[src/rtl/rv_core_pkg.sv]
// Shared types and constants for the instruction fetch path.
package rv_core_pkg;

  typedef enum logic [1:0] {
    BOOT  = 2'd0,
    RUN   = 2'd1,
    FAULT = 2'd2
  } fetch_state_t;

  localparam logic [31:0] RV_NOP      = 32'h0000_0013;
  localparam logic [31:0] INSTR_BYTES = 32'd4;

  // A fetch target is illegal if not word aligned or beyond the fetchable space.
  function automatic logic pc_is_bad(input logic [31:0] addr, input logic [31:0] limit);
    return (addr[1:0] != 2'b00) || (addr >= limit);
  endfunction

endpackage

[src/rtl/fetch_fifo.sv]
// Two-entry FIFO with flush; head is driven straight from storage.
module fetch_fifo #(
  parameter int unsigned WIDTH = 64
) (
  input  logic             clk,
  input  logic             reset,
  input  logic             push,
  input  logic             pop,
  input  logic             flush,
  input  logic [WIDTH-1:0] data_in,
  output logic [1:0]       count,
  output logic [WIDTH-1:0] head
);

  logic [WIDTH-1:0] mem [2];
  logic             rd_ptr;
  logic             wr_ptr;

  // When full, wr_ptr == rd_ptr, so a simultaneous pop+push overwrites the
  // slot being vacated and it becomes the new tail, preserving order.
  always_ff @(posedge clk or posedge reset) begin
    if (reset) begin
      mem[0] <= '0;
      mem[1] <= '0;
      rd_ptr <= 1'b0;
      wr_ptr <= 1'b0;
      count  <= 2'd0;
    end else if (flush) begin
      rd_ptr <= 1'b0;
      wr_ptr <= 1'b0;
      count  <= 2'd0;
    end else begin
      if (push) begin
        mem[wr_ptr] <= data_in;
        wr_ptr      <= ~wr_ptr;
      end
      if (pop) begin
        rd_ptr <= ~rd_ptr;
      end
      case ({push, pop})
        2'b10:   count <= count + 2'd1;
        2'b01:   count <= count - 2'd1;
        default: count <= count;
      endcase
    end
  end

  assign head = mem[rd_ptr];

endmodule

[src/rtl/instr_fetch_unit.sv]
// Instruction fetch: PC register, boot/run/fault FSM, next-PC mux and a
// 2-entry output buffer toward decode.
module instr_fetch_unit
  import rv_core_pkg::*;
#(
  parameter logic [31:0] RESET_PC   = 32'h0000_0000,
  parameter logic [31:0] IMEM_BYTES = 32'd64
) (
  input  logic        clk,
  input  logic        reset,
  output logic [31:0] imem_addr,
  input  logic [31:0] imem_rdata,
  input  logic        redirect_valid,
  input  logic [31:0] redirect_target,
  output logic        out_valid,
  input  logic        out_ready,
  output logic [31:0] out_instr,
  output logic [31:0] out_pc,
  output logic [31:0] out_pc_plus4,
  output logic        fault
);

  fetch_state_t state;
  logic [31:0]  pc;
  logic [31:0]  pc_plus4;
  logic [1:0]   count;
  logic [63:0]  head;
  logic         in_run;
  logic         pop;
  logic         fetch;
  logic         seq_bad;
  logic         target_bad;
  logic         fifo_push;
  logic         fifo_pop;
  logic         fifo_flush;

  assign pc_plus4   = pc + INSTR_BYTES;
  assign seq_bad    = pc_is_bad(pc_plus4, IMEM_BYTES);
  assign target_bad = pc_is_bad(redirect_target, IMEM_BYTES);
  assign in_run     = (state == RUN);

  assign out_valid  = (count != 2'd0);
  assign pop        = out_valid && out_ready;
  assign fetch      = in_run && !redirect_valid && ((count != 2'd2) || pop);

  // A redirect or a faulting fetch discards everything buffered this cycle.
  assign fifo_flush = in_run && (redirect_valid || (fetch && seq_bad));
  assign fifo_push  = fetch && !seq_bad;
  assign fifo_pop   = pop && !fifo_flush;

  always_ff @(posedge clk or posedge reset) begin
    if (reset) begin
      state <= BOOT;
      pc    <= RESET_PC;
      fault <= 1'b0;
    end else begin
      case (state)
        BOOT: state <= RUN;
        RUN: begin
          if (redirect_valid) begin
            pc <= redirect_target;
            if (target_bad) begin
              state <= FAULT;
              fault <= 1'b1;
            end
          end else if (fetch) begin
            pc <= pc_plus4;
            if (seq_bad) begin
              state <= FAULT;
              fault <= 1'b1;
            end
          end
        end
        FAULT: state <= FAULT;
        default: state <= BOOT;
      endcase
    end
  end

  fetch_fifo #(.WIDTH(64)) u_fifo (
    .clk     (clk),
    .reset   (reset),
    .push    (fifo_push),
    .pop     (fifo_pop),
    .flush   (fifo_flush),
    .data_in ({imem_rdata, pc}),
    .count   (count),
    .head    (head)
  );

  assign imem_addr    = pc;
  assign out_instr    = head[63:32];
  assign out_pc       = head[31:0];
  assign out_pc_plus4 = out_pc + INSTR_BYTES;

endmodule

[config.mk]
export PLATFORM = sky130hd
export DESIGN_NAME = instr_fetch_unit
export DESIGN_NICKNAME = d
export VERILOG_FILES = /design/src/rtl/rv_core_pkg.sv /design/src/rtl/fetch_fifo.sv /design/src/rtl/instr_fetch_unit.sv
export SDC_FILE = /design/constraint.sdc
export NUM_CORES = 1
export LEC_CHECK = 0
export BUFFER_PORTS_ARGS = -buffer_cell sky130_fd_sc_hd__buf_2
export CORE_MARGIN = 2
export CORE_UTILIZATION = 50
export CTS_CLUSTER_SIZE = 20
export DETAILED_ROUTE_END_ITERATION = 8
export PLACE_DENSITY_LB_ADDON = 0.05
export SYNTH_ARGS = -nofsm -noshare
export SYNTH_HDL_FRONTEND = slang
export SYNTH_HIERARCHICAL = 1
export SYNTH_SLANG_ARGS = --single-unit
[constraint.sdc]
create_clock -name clk -period 5.2 [get_ports clk]
set_input_delay 0.26 -clock clk [delete_from_list [all_inputs] [get_ports clk]]
set_output_delay 0.26 -clock clk [all_outputs]
set_load 0.02 [all_outputs]
==> impl_results.md, run 1 <==
- Outcome: completed
- Cells after Synth: 798
- Min-Delay Path Depth: 2
- Crit path buf inv count: 1
- Unique cell type count in the Yosys netlist: 65
- FFs w/ async S/R, synth: 1.00
- Iteration-0 DRC Markers: 560
- Clock Sinks: 167
- Maximum net fanout on the critical path: 31
- Power Density: 254 mW/mm2
- Clock Tree Root: clkbuf_16
- Die height: 141 um
- Max cap viols: 0
- Flop2flop setup slack: 0.73 ns
- Final wirelength: 24000 um
- Hold Vio Cnt, Final: 0
- Pwr Total: 0.00279 W
- Fin Setup TNS: 0 ns
- Post-synth top area cell: dfrtp_1
- Setup-failing EPs final: 0
- H-tree depth: 4
- Worst Setup Start Kind: register
- CTS Buf Count: 17
- Initial antenna violation count: 0
- Worst r2r dst: u_fifo/mem[94]$_DFFE_PP0P_
- RR Startpoint: imem_addr[2]$_DFFE_PP0P_
- Hold endpoint: u_fifo/mem[100]$_DFFE_PP0P_
- Vias per std cell: 5.81
- Dpl hpwl: 17000 um
- Cell breakdown of the critical path: ha_1 > and3_1 > nand3_1 > or4_1 > o31ai_2 > nand4_2 > nor2_1 > and3_1 > nor3b_4 > buf_12 > mux2_4
- Final core utilization: 0.593
- Maximum VDD drop: 0.000202 V
- Critical Path RT: 5.51 ns
- Post_cts resized: 0
- Reg clk slew, reported paths: 0.06 ns
- Number of global-route vias before repair: 7017
- Pins Over Slew Limit: 0
- Yosys reg bits: 167
- Layout cells sized above 1: 0.452
- Clock Path Buffers: 2
- Starting density of the core: 0.505
- Rows: 50
- RSZ-0062 raised after global routing: no
- IO Pins: 198
- Hold_buf cts: 1
- CTS tree: done
- Antenna Cells: 0
- Syn_area_per_cell: 11.7 um2
- Slowest CP cell: or4_1
- Crit path kind: register to register
- Global-route wire length before repair: 38500 um
- Headroom to the max-slew limit: 0.273
- Tcrit/Tclk final: 0.859
- Design Area, Final: 0.0110 mm2
- Largest net degree at the start of global routing: 68
- Detailed Routing Iterations Pass 1: 5
- Port bufs: 197
- P&R area growth vs syn: 17.4%
- Post-synth top area share: 0.447
- Core area: 0.0185 mm2
- GRT Total Usage: 0.244
- Worst-skew pair later-pin latency: 0.43 ns
- Min Clock Period, post-route: 4.47 ns
- Footprint of the multi-input gates: 0.00474 mm2
- CP Capture Type: register
- Top post-synthesis cells by area: dfrtp_1 (45%), mux2_2 (16%), mux2_4 (9.6%), xnor2_1 (2.5%), o21ai_0 (2.2%)
- Die Area: 0.0198 mm2
- Final Skew: 0.0104 ns
- Antenna viol nets, final: 0
- DRC Markers: 0
- Die Width: 141 um
- GP Congestion: 0.914
- Post-synth top flop: dfrtp_1
- Reg area: 0.00418 mm2
- Hold path start: imem_rdata[4]
- Arr. time, crit path: 4.77 ns
- Family with the most delay on the worst path: simple AND/OR/NAND/NOR gates
- Dpl cell area: 0.0104 mm2
- Total grt overflow: 0
- DR WL/cell: 19.6 um
- FILL cells: 1583
- Via count: 7114
- Worst Tran Pin Value: 1.09 ns
- Crit path largest cell delay: 0.65 ns
- Worst Reg2Reg Path Length in Cells: 11
- CP Launch Point: imem_addr[2]$_DFFE_PP0P_
- Most frequent cells in the layout: buf_2 (197), dfrtp_1 (166), mux2_2 (134)
- Most frequent cell on the critical path: and3_1
- Post-synth EDFFs: 0
- Commonest non-fill, non-tap cell in the layout: buf_2
- Postcts setup bufs: 0
- Sequential share of the synthesized area: 0.447
- Hold crit path type: primary input to register
- Static leakage: 5.54 nW
- Post-synthesis net count: 870
- Ys Warns: 6
- Max Clock Freq: 224 MHz
- Mapped cell area: 0.00935 mm2
- Final net count: 1050
==> power breakdown <==
part	leakage, nW	switching, W	internal (W)	total, W
clock network	0.269	0.000520	0.000735	0.00126
logic	3.00	0.000112	0.0000633	0.000175
registers	2.27	0.0000480	0.00131	0.00136
==> synth_stat cells (all sizes together) (2+ instances only) <==
library cell    n
or3             3
a31o            3
o32ai           2
a32oi           6
a22oi           4
mux2          194
or4             2
a22o            2
ha              4
a21oi          36
nor3b           4
and4            6
o311ai          2
dfrtp         167
nand2          39
buf            33
a21o            2
nor4b           2
or2             2
nor3           15
a311oi          2
mux2i           4
xor2           10
nor4           15
nand4          18
o31ai           5
xnor2          27
nand3          29
o22a            4
inv            12
and2            5
a31oi           4
o22ai           5
nor2           41
clkbuf         16
and3           17
o21ai          42
==> cell type report <==
cell class,count,area share
Multi-Input combinational cell,569,0.432
Timing Repair Buffer,210,0.102
Inverter,13,0.00490
Clock buffer,22,0.0423
Clock inverter,10,0.0109
Tap cell,234,0.0267
Sequential cell,167,0.381
==> routing by layer <==
| metal | track usage | share of wire | routed length, um |
|---|---|---|---|
| met1 | 0.338 | 0.47 | 11200 |
| met2 | 0.393 | 0.48 | 11500 |
| met3 | 0.0435 | 0.043 | 1030 |
| met4 | 0.0763 | 0.015 | 354 |
| met5 | 0 | 0 | 0 |
==> per-stage QoR <==
step,worst slack (ns),hold slack (ns),cells
finish,0.732,0.0784,1225
CTS,0.823,0.0619,1225
global route,0.478,0.0700,1225
global placement,1.01,0.388,1192
detailed placement,0.838,0.409,1192
floorplan,1.41,0.405,798
==> worst reg2reg max path: stages (launching register included) <==
cell and delay (ns):
dfrtp_1 0.51, ha_1 0.30, and3_1 0.32, nand3_1 0.36, or4_1 0.65, o31ai_2 0.11
nand4_2 0.17, nor2_1 0.27, and3_1 0.33, nor3b_4 0.64, buf_12 0.34, mux2_4 0.36
==> cell families (layout without fill, tap and decap cells) <==
family,Yosys count,after routing,synth area share
muxes,198,198,0.262
AOI/OAI and AO/OA,126,126,0.0855
xor gates and xnor gates,37,37,0.0347
and+or+nand+nor,204,204,0.119
DFF,167,167,0.447
adders and majority gates,4,4,0.00535
buffers and inverters,62,255,0.0462
==> state kept, by name (all words and copies together) (netlist names) <==
register       count
u_fifo/wr_ptr      1
fault              1
state              2
u_fifo/rd_ptr      1
u_fifo/mem       128
u_fifo/count       2
imem_addr         32
==> worst max path at each step <==
stage | depth (start not counted) | slack, ns | endpoint
6_report | 11 | 0.73 | u_fifo/mem[94]$_DFFE_PP0P_
5_1_grt | 11 | 0.48 | u_fifo/mem[94]$_DFFE_PP0P_
4_1_cts | 11 | 0.82 | u_fifo/mem[96]$_DFFE_PP0P_
3_5_place_dp | 11 | 0.84 | u_fifo/mem[95]$_DFFE_PP0P_
3_3_place_gp | 11 | 1.01 | u_fifo/mem[96]$_DFFE_PP0P_
2_1_floorplan | 1 | 1.41 | u_fifo/count[0]$_DFFE_PP0P_
No activity file was read; power rests on OpenSTA's default activity.
==> run 2, diff against run 1 <==
==> constraint.sdc (replaced) <==
create_clock -name clk -period 5.2 [get_ports clk]
set_input_delay 0.26 -clock clk [delete_from_list [all_inputs] [get_ports clk]]
set_output_delay 0.26 -clock clk [all_outputs]
set_load 0.1 [all_outputs]
==> run 2 against run 1 <==
  * Clock-buffer cell count is 4 lower
  * Cell count is 0.65% higher
  * Cell area is 0.72% higher
  * Fmax is 1.4% lower
  * Sequential power hardly changed
  * First-iteration DRC count is 18% lower
  * Worst hold slack worse by 0.0046 ns
  * Combinational power is 55% higher
  * Clock power hardly changed
  * Critical endpoint is now u_fifo/mem[21]$_DFFE_PP0P_
  * Largest cell class unchanged
==> impl_results.md, run 2 (synthesis results as in run 1) <==
- GRT Total Usage: 0.250 (+0.00604)
- Dpl cells: 1200 (+0.67%)
- CTS Buf Count: 17 (unchanged)
- Family with the most delay on the worst path: simple AND/OR/NAND/NOR gates
- Top reg by flops: u_fifo/mem
- Pwr Total: 0.00290 W (+3.8%)
- Power Density: 262 mW/mm2 (+3.1%)
- Min Clock Period, post-route: 4.53 ns (+0.0648 ns)
- CP Capture Type: register
- Global-route wire length before repair: 39300 um (+2.2%)
- Layout cells sized above 1: 0.459 (+0.00739)
- RR Startpoint: imem_addr[2]$_DFFE_PP0P_
- Headroom to the max-slew limit: 0.299 (+0.0253)
- Die Width: 141 um (unchanged)
- Via count: 7194 (+1.1%)
- Final Skew: 0.0100 ns (-0.000359 ns)
- Hold Vio Cnt, Final: 0 (unchanged)
- Clock Tree Root: clkbuf_16
- Commonest non-fill, non-tap cell in the layout: buf_2
- Max cap viols: 0 (unchanged)
- Dpl cell area: 0.0104 mm2 (+0.58%)
- Met1 wire length: 11000 um (-1.8%)
- Maximum net fanout on the critical path: 24 (-23%)
- Most frequent cells in the layout: buf_2 (197), dfrtp_1 (166), mux2_2 (134)
- Pins Over Slew Limit: 0 (unchanged)
- Hold_buf cts: 1 (unchanged)
- Final wirelength: 24100 um (+0.45%)
- Levels on crit path: 11 (unchanged)
- Iteration-0 DRC Markers: 462 (-18%)
- Total grt overflow: 0 (unchanged)
- Number of global-route vias before repair: 7161 (+2.1%)
- Final net count: 1058 (+0.76%)
- Fin Setup TNS: 0 ns (unchanged)
- Worst r2r dst: u_fifo/mem[21]$_DFFE_PP0P_
- Worst-skew pair later-pin latency: 0.43 ns (about the same)
- Clock Path Buffers: 2 (unchanged)
- IO Pins: 198 (unchanged)
- Worst Reg2Reg Path Length in Cells: 11 (unchanged)
- H-tree depth: 4 (unchanged)
- DRC Markers: 0 (unchanged)
- Max Clock Freq: 221 MHz (-1.4%)
- Arr. time, crit path: 4.84 ns (+0.07 ns)
- Antenna viol nets, final: 0 (unchanged)
- Outcome: completed
- Most frequent cell on the critical path: and3_1
- Top sig layer: met4
- Static leakage: 5.59 nW (+0.88%)
- Met3 routed WL: 1230 um (+19%)
- P&R area growth vs syn: 18.3%
- Tcrit/Tclk final: 0.872 (+0.0125)
- RSZ-0062 raised after global routing: no
- CP Launch Point: imem_addr[2]$_DFFE_PP0P_
- Initial antenna violation count: 0 (unchanged)
- Max reg flops: 128 (unchanged)
- Worst Tran Pin Value: 1.05 ns (-0.0380 ns)
- Postcts setup bufs: 0 (unchanged)
- Worst Setup Start Kind: register
- Core area: 0.0185 mm2 (unchanged)
- Final non-filler cell total: 1233 (+0.65%)
- Crit path buf inv count: 1 (unchanged)
- Crit path to: u_fifo/mem[21]$_DFFE_PP0P_
- GP Congestion: 0.911 (-0.35%)
- Cell breakdown of the critical path: ha_1 > and3_1 > nand3_1 > or4_1 > o31ai_2 > nand4_2 > nor2_1 > and3_1 > nand3b_1 > buf_12 > mux2_2
- Clock Sinks: 167 (unchanged)
- Die Area: 0.0198 mm2 (unchanged)
- Maximum VDD drop: 0.000205 V (+1.6%)
- Post_cts resized: 0 (unchanged)
- Crit path largest cell delay: 0.68 ns (+0.03 ns)
- DR WL met2: 11500 um (+0.78%)
- Rows: 50 (unchanged)
- Starting density of the core: 0.505 (unchanged)
- Reg clk slew, reported paths: 0.07 ns (about the same)
- CTS tree: done
- Setup-failing EPs final: 0 (unchanged)
- Port bufs: 197 (unchanged)
- Hold crit path type: primary input to register
- Flop2flop setup slack: 0.67 ns (-0.06 ns)
- Critical Path RT: 5.51 ns (about the same)
- Crit path kind: register to register
- DR WL/cell: 19.6 um (-0.20%)
- Design Area, Final: 0.0111 mm2 (+0.72%)
- Vias per std cell: 5.83 (+0.47%)
- Detailed Routing Iterations Pass 1: 5 (unchanged)
- Dpl hpwl: 17200 um (+1.5%)
- Slowest CP cell: nand3b_1
- Largest net degree at the start of global routing: 72 (+5.9%)
- Antenna Cells: 0 (unchanged)
- Die height: 141 um (unchanged)
[run 2: cell types whose count changed in the layout (fill, tap and decap cells not counted), sizes merged]
| cell | change |
|---|---|
| clkinvlp | -1 |
| clkbuf | -4 |
| bufinv | -1 |
| buf | +8 |
| inv | +3 |
| clkinv | +3 |
[run 2: layout make-up]
cell class | instances | area (um2)
Fill cell | 1580 | 7460
Multi-Input combinational cell | 569 | 4740
Sequential cell | 167 | 4180
Timing Repair Buffer | 218 | 1180
Clock buffer | 18 | 439
Tap cell | 234 | 293
Clock inverter | 14 | 164
Inverter | 13 | 53.8
[run 2: stage by stage]
stage | util | setup slack, ns | hold WS, ns
after floorplan | - | 0.723 | 0.405
after global placement | 0.564 | 0.939 | 0.404
after detailed placement | 0.564 | 0.721 | 0.409
after CTS | 0.597 | 0.658 | 0.0545
after global routing | 0.597 | 0.404 | 0.0709
final | 0.597 | 0.667 | 0.0738
[run 2: routing by layer]
metal | global-route usage | vias up
met5 | 0 | -
met4 | 0.0663 | 0
met2 | 0.404 | 241
li1 | - | 3333
met1 | 0.352 | 3603
met3 | 0.0425 | 17
[run 2: worst min path at each step]
stage                            start                     endpoint  slack (ns)  cells past startpoint
global route             imem_rdata[6]  u_fifo/mem[102]$_DFFE_PP0P_        0.07                      2
global placement                 reset   u_fifo/mem[69]$_DFFE_PP0P_        0.40                      2
finish                   imem_rdata[4]  u_fifo/mem[100]$_DFFE_PP0P_        0.07                      2
floorplan           redirect_target[2]     imem_addr[2]$_DFFE_PP0P_        0.40                      2
detailed placement               reset   u_fifo/mem[68]$_DFFE_PP0P_        0.41                      2
CTS                      imem_rdata[4]  u_fifo/mem[100]$_DFFE_PP0P_        0.05                      2
[run 2: power breakdown]
group          internal (W)  switching, W
clock network      0.000695      0.000571
registers           0.00131     0.0000480
logic             0.0000632      0.000208
total               0.00207      0.000827
==> run 3, diff against run 2 <==
--- a/config.mk
+++ b/config.mk
@@ -5,12 +5,13 @@
 export SDC_FILE = /design/constraint.sdc
 export NUM_CORES = 1
 export LEC_CHECK = 0
-export BUFFER_PORTS_ARGS = -buffer_cell sky130_fd_sc_hd__buf_2
+export BUFFER_PORTS_ARGS = -buffer_cell sky130_fd_sc_hd__buf_4
 export CORE_MARGIN = 2
 export CORE_UTILIZATION = 50
 export CTS_CLUSTER_SIZE = 20
 export DETAILED_ROUTE_END_ITERATION = 8
 export PLACE_DENSITY_LB_ADDON = 0.05
+export REMOVE_ABC_BUFFERS = 1
 export SYNTH_ARGS = -nofsm -noshare
 export SYNTH_HDL_FRONTEND = slang
 export SYNTH_HIERARCHICAL = 1
==> run 3 against run 2 <==
  * Fmax rose by 2.5%
  * First-iteration DRC count is 5.6% higher
  * Largest cell class unchanged
  * Clock-buffer cell count grew 2
  * Critical endpoint is now u_fifo/mem[121]$_DFFE_PP0P_
  * Worst hold slack got worse by 0.022 ns
  * Critical path depth is the same
  * Worst setup slack improved by 0.11 ns
  * Non-clock buffer count shrank 7
  * Power up 2.9%
  * Clock skew up 0.0033 ns
  * Sequential share of layout area down 1.5 points
==> impl_results.md, run 3 (synthesis results as in run 1) <==
- Family with the most delay on the worst path: simple AND/OR/NAND/NOR gates
- Static leakage: 5.63 nW (+0.76%)
- Power Density: 259 mW/mm2 (-1.2%)
- Final wirelength: 24100 um (about the same)
- Initial antenna violation count: 0 (unchanged)
- P&R area growth vs syn: 23.1%
- IO Pins: 198 (unchanged)
- Via count: 7104 (-1.3%)
- Cell breakdown of the critical path: ha_1 > and3_1 > nand3_1 > or4_1 > o31ai_2 > nand4_2 > nor2_1 > and3_1 > nor3b_4 > buf_4 > mux2_4
- Worst Tran Pin Value: 0.850 ns (-0.202 ns)
- Detailed Routing Iterations Pass 1: 5 (unchanged)
- GP Congestion: 0.850 (-6.7%)
- Worst r2r dst: u_fifo/mem[121]$_DFFE_PP0P_
- Antenna Cells: 0 (unchanged)
- Crit path kind: register to register
- DRC Markers: 0 (unchanged)
- Maximum net fanout on the critical path: 14 (-42%)
- Slowest CP cell: nor3b_4
- Commonest non-fill, non-tap cell in the layout: buf_4
- Top reg by flops: u_fifo/mem
- RR Startpoint: imem_addr[2]$_DFFE_PP0P_
- Critical Path RT: 5.51 ns (about the same)
- Design Area, Final: 0.0115 mm2 (+4.1%)
- Hold path start: redirect_target[2]
- Max cap viols: 0 (unchanged)
- Hold Slack: 0.0516 ns (-0.0222 ns)
- H-tree depth: 4 (unchanged)
- CP Capture Type: register
- Global-route wire length before repair: 38600 um (-1.9%)
- Min Clock Period, post-route: 4.42 ns (-0.110 ns)
- Fin worst setup slack: 0.777 ns (+0.110 ns)
- Worst Reg2Reg Path Length in Cells: 11 (unchanged)
- GRT Total Usage: 0.246 (-0.00403)
- Iteration-0 DRC Markers: 488 (+5.6%)
- Hold crit path type: primary input to register
- Psw: 0.000793 W (-4.1%)
- Final Skew: 0.0133 ns (+0.00330 ns)
- Starting density of the core: 0.505 (unchanged)
- Arr. time, crit path: 4.73 ns (-0.11 ns)
- Vias per std cell: 5.79 (-0.69%)
- Pre-CTS WS: 0.820 ns (+0.0996 ns)
- Largest net degree at the start of global routing: 87 (+21%)
- Setup-failing EPs final: 0 (unchanged)
- Clock Tree Root: clkbuf_16
- Max Clock Freq: 226 MHz (+2.5%)
- Post_cts resized: 0 (unchanged)
- Number of global-route vias before repair: 7098 (-0.88%)
- DR WL/cell: 19.7 um (+0.53%)
- Hold endpoint: imem_addr[2]$_DFFE_PP0P_
- Internal power: 0.00219 W (+5.6%)
- Port bufs: 197 (unchanged)
- Part of the power in the clock network: 0.446 (+0.009)
- Die height: 141 um (unchanged)
- Min-Delay Path Depth: 3 (+1)
- Pins Over Slew Limit: 0 (unchanged)
- Layout cells sized above 1: 0.456 (-0.00381)
- Maximum VDD drop: 0.000223 V (+8.4%)
- Dpl hpwl: 17000 um (-1.4%)
- Die Width: 141 um (unchanged)
- Clock Path Buffers: 2 (unchanged)
- Final net count: 1051 (-0.66%)
- RSZ-0062 raised after global routing: no
- Comb power frac: 0.098 (+0.004)
- Headroom to the max-slew limit: 0.433 (+0.135)
- Max reg flops: 128 (unchanged)
- CTS tree: done
- Switching Share: 0.266 (-0.0193)
- Crit path buf inv count: 1 (unchanged)
- Worst Setup Start Kind: register
- Worst-skew pair later-pin latency: 0.43 ns (about the same)
- Flop2flop setup slack: 0.78 ns (+0.11 ns)
- Most frequent cell on the critical path: and3_1
- Core area: 0.0185 mm2 (unchanged)
- Reg clk slew, reported paths: 0.07 ns (about the same)
- Rows: 50 (unchanged)
- Footprint of the multi-input gates: 0.00475 mm2 (about the same)
- Clock Sinks: 167 (unchanged)
- Crit path largest cell delay: 0.64 ns (-0.04 ns)
- Outcome: completed
- Sequential cell fraction of total power: 0.456 (-0.014)
- Reg area: 0.00418 mm2 (about the same)
- Most frequent cells in the layout: buf_4 (208), dfrtp_1 (166), mux2_2 (134)
- CTS Buf Count: 17 (unchanged)
- Total grt overflow: 0 (unchanged)
- FILL cells: 1557 (-1.5%)
- Tcrit/Tclk final: 0.851 (-0.0211)
- Antenna viol nets, final: 0 (unchanged)
- Hold Vio Cnt, Final: 0 (unchanged)
- Dpl cell area: 0.0109 mm2 (+4.2%)
- Die Area: 0.0198 mm2 (unchanged)
run 3: cell count changes in the layout (fill, tap and decap cells not counted), moves of 2 or more:
cell       change
buf_2        -197
buf_4        +191
inv_8          -4
bufinv_16      +2
clkinv_8       -2
inv_6          +2
run 3: worst max-delay path by stage:
stage,start,end,slack (ns),cells past startpoint
after CTS,imem_addr[2]$_DFFE_PP0P_,u_fifo/mem[89]$_DFFE_PP0P_,0.80,11
final,imem_addr[2]$_DFFE_PP0P_,u_fifo/mem[121]$_DFFE_PP0P_,0.78,11
after floorplan,imem_addr[2]$_DFFE_PP0P_,u_fifo/mem[123]$_DFFE_PP0P_,-2.48,10
after global placement,imem_addr[2]$_DFFE_PP0P_,u_fifo/mem[87]$_DFFE_PP0P_,0.96,11
after detailed placement,imem_addr[2]$_DFFE_PP0P_,u_fifo/mem[89]$_DFFE_PP0P_,0.82,11
after global routing,imem_addr[2]$_DFFE_PP0P_,u_fifo/mem[87]$_DFFE_PP0P_,0.42,11
run 3: area by class of cell:
type,instances,share of cell area
Clock buffer,20,0.0397
Clock inverter,12,0.0144
Tap cell,234,0.0254
Multi-Input combinational cell,569,0.412
Timing Repair Buffer,211,0.140
Inverter,13,0.00467
Sequential cell,167,0.363
run 3: through the flow:
| stage | total power [W] | TNS [ns] | util | std cells |
|---|---|---|---|---|
| 4_1_cts | 0.00301 | 0 | 0.621 | 1226 |
| 5_1_grt | 0.00309 | 0 | 0.621 | 1226 |
| 2_1_floorplan | 0.00156 | -174.66 | - | 749 |
| 3_3_place_gp | 0.00167 | 0 | 0.587 | 1193 |
| 3_5_place_dp | 0.00168 | 0 | 0.587 | 1193 |
| 6_report | 0.00298 | 0 | 0.621 | 1226 |
run 3: worst register-to-register path: cells and delay by family (launching register included):
kind            cells  cell delay (ns)
buf+inv             1             0.41
mux                 1             0.35
compound gates      1             0.08
flops               1             0.51
simple gates        7             2.66
fa+ha+maj           1             0.29
run 3: power groups by stage:
stage | sequential, W | clock, W | combinational (W)
after floorplan | 0.00148 | 0 | 0.0000742
after global placement | 0.00138 | 0 | 0.000291
after detailed placement | 0.00138 | 0 | 0.000295
after CTS | 0.00136 | 0.00136 | 0.000296
after global routing | 0.00136 | 0.00142 | 0.000313
final | 0.00136 | 0.00133 | 0.000293
run 3: layer usage:
layer	wire, um	GRT usage	part of all wire	up-vias
met5	0	0	0	-
met4	336	0.0653	0.014	0
met3	1330	0.0516	0.055	27
met2	11800	0.406	0.49	239
met1	10700	0.332	0.44	3530
li1	-	-	-	3308
run 3: timing repair:
| item | in CTS | in global routing |
|---|---|---|
| setup buffers | 0 | 0 |
| hold buffers | 1 | 0 |
| endpoints found under the hold margin | 17 | 0 |
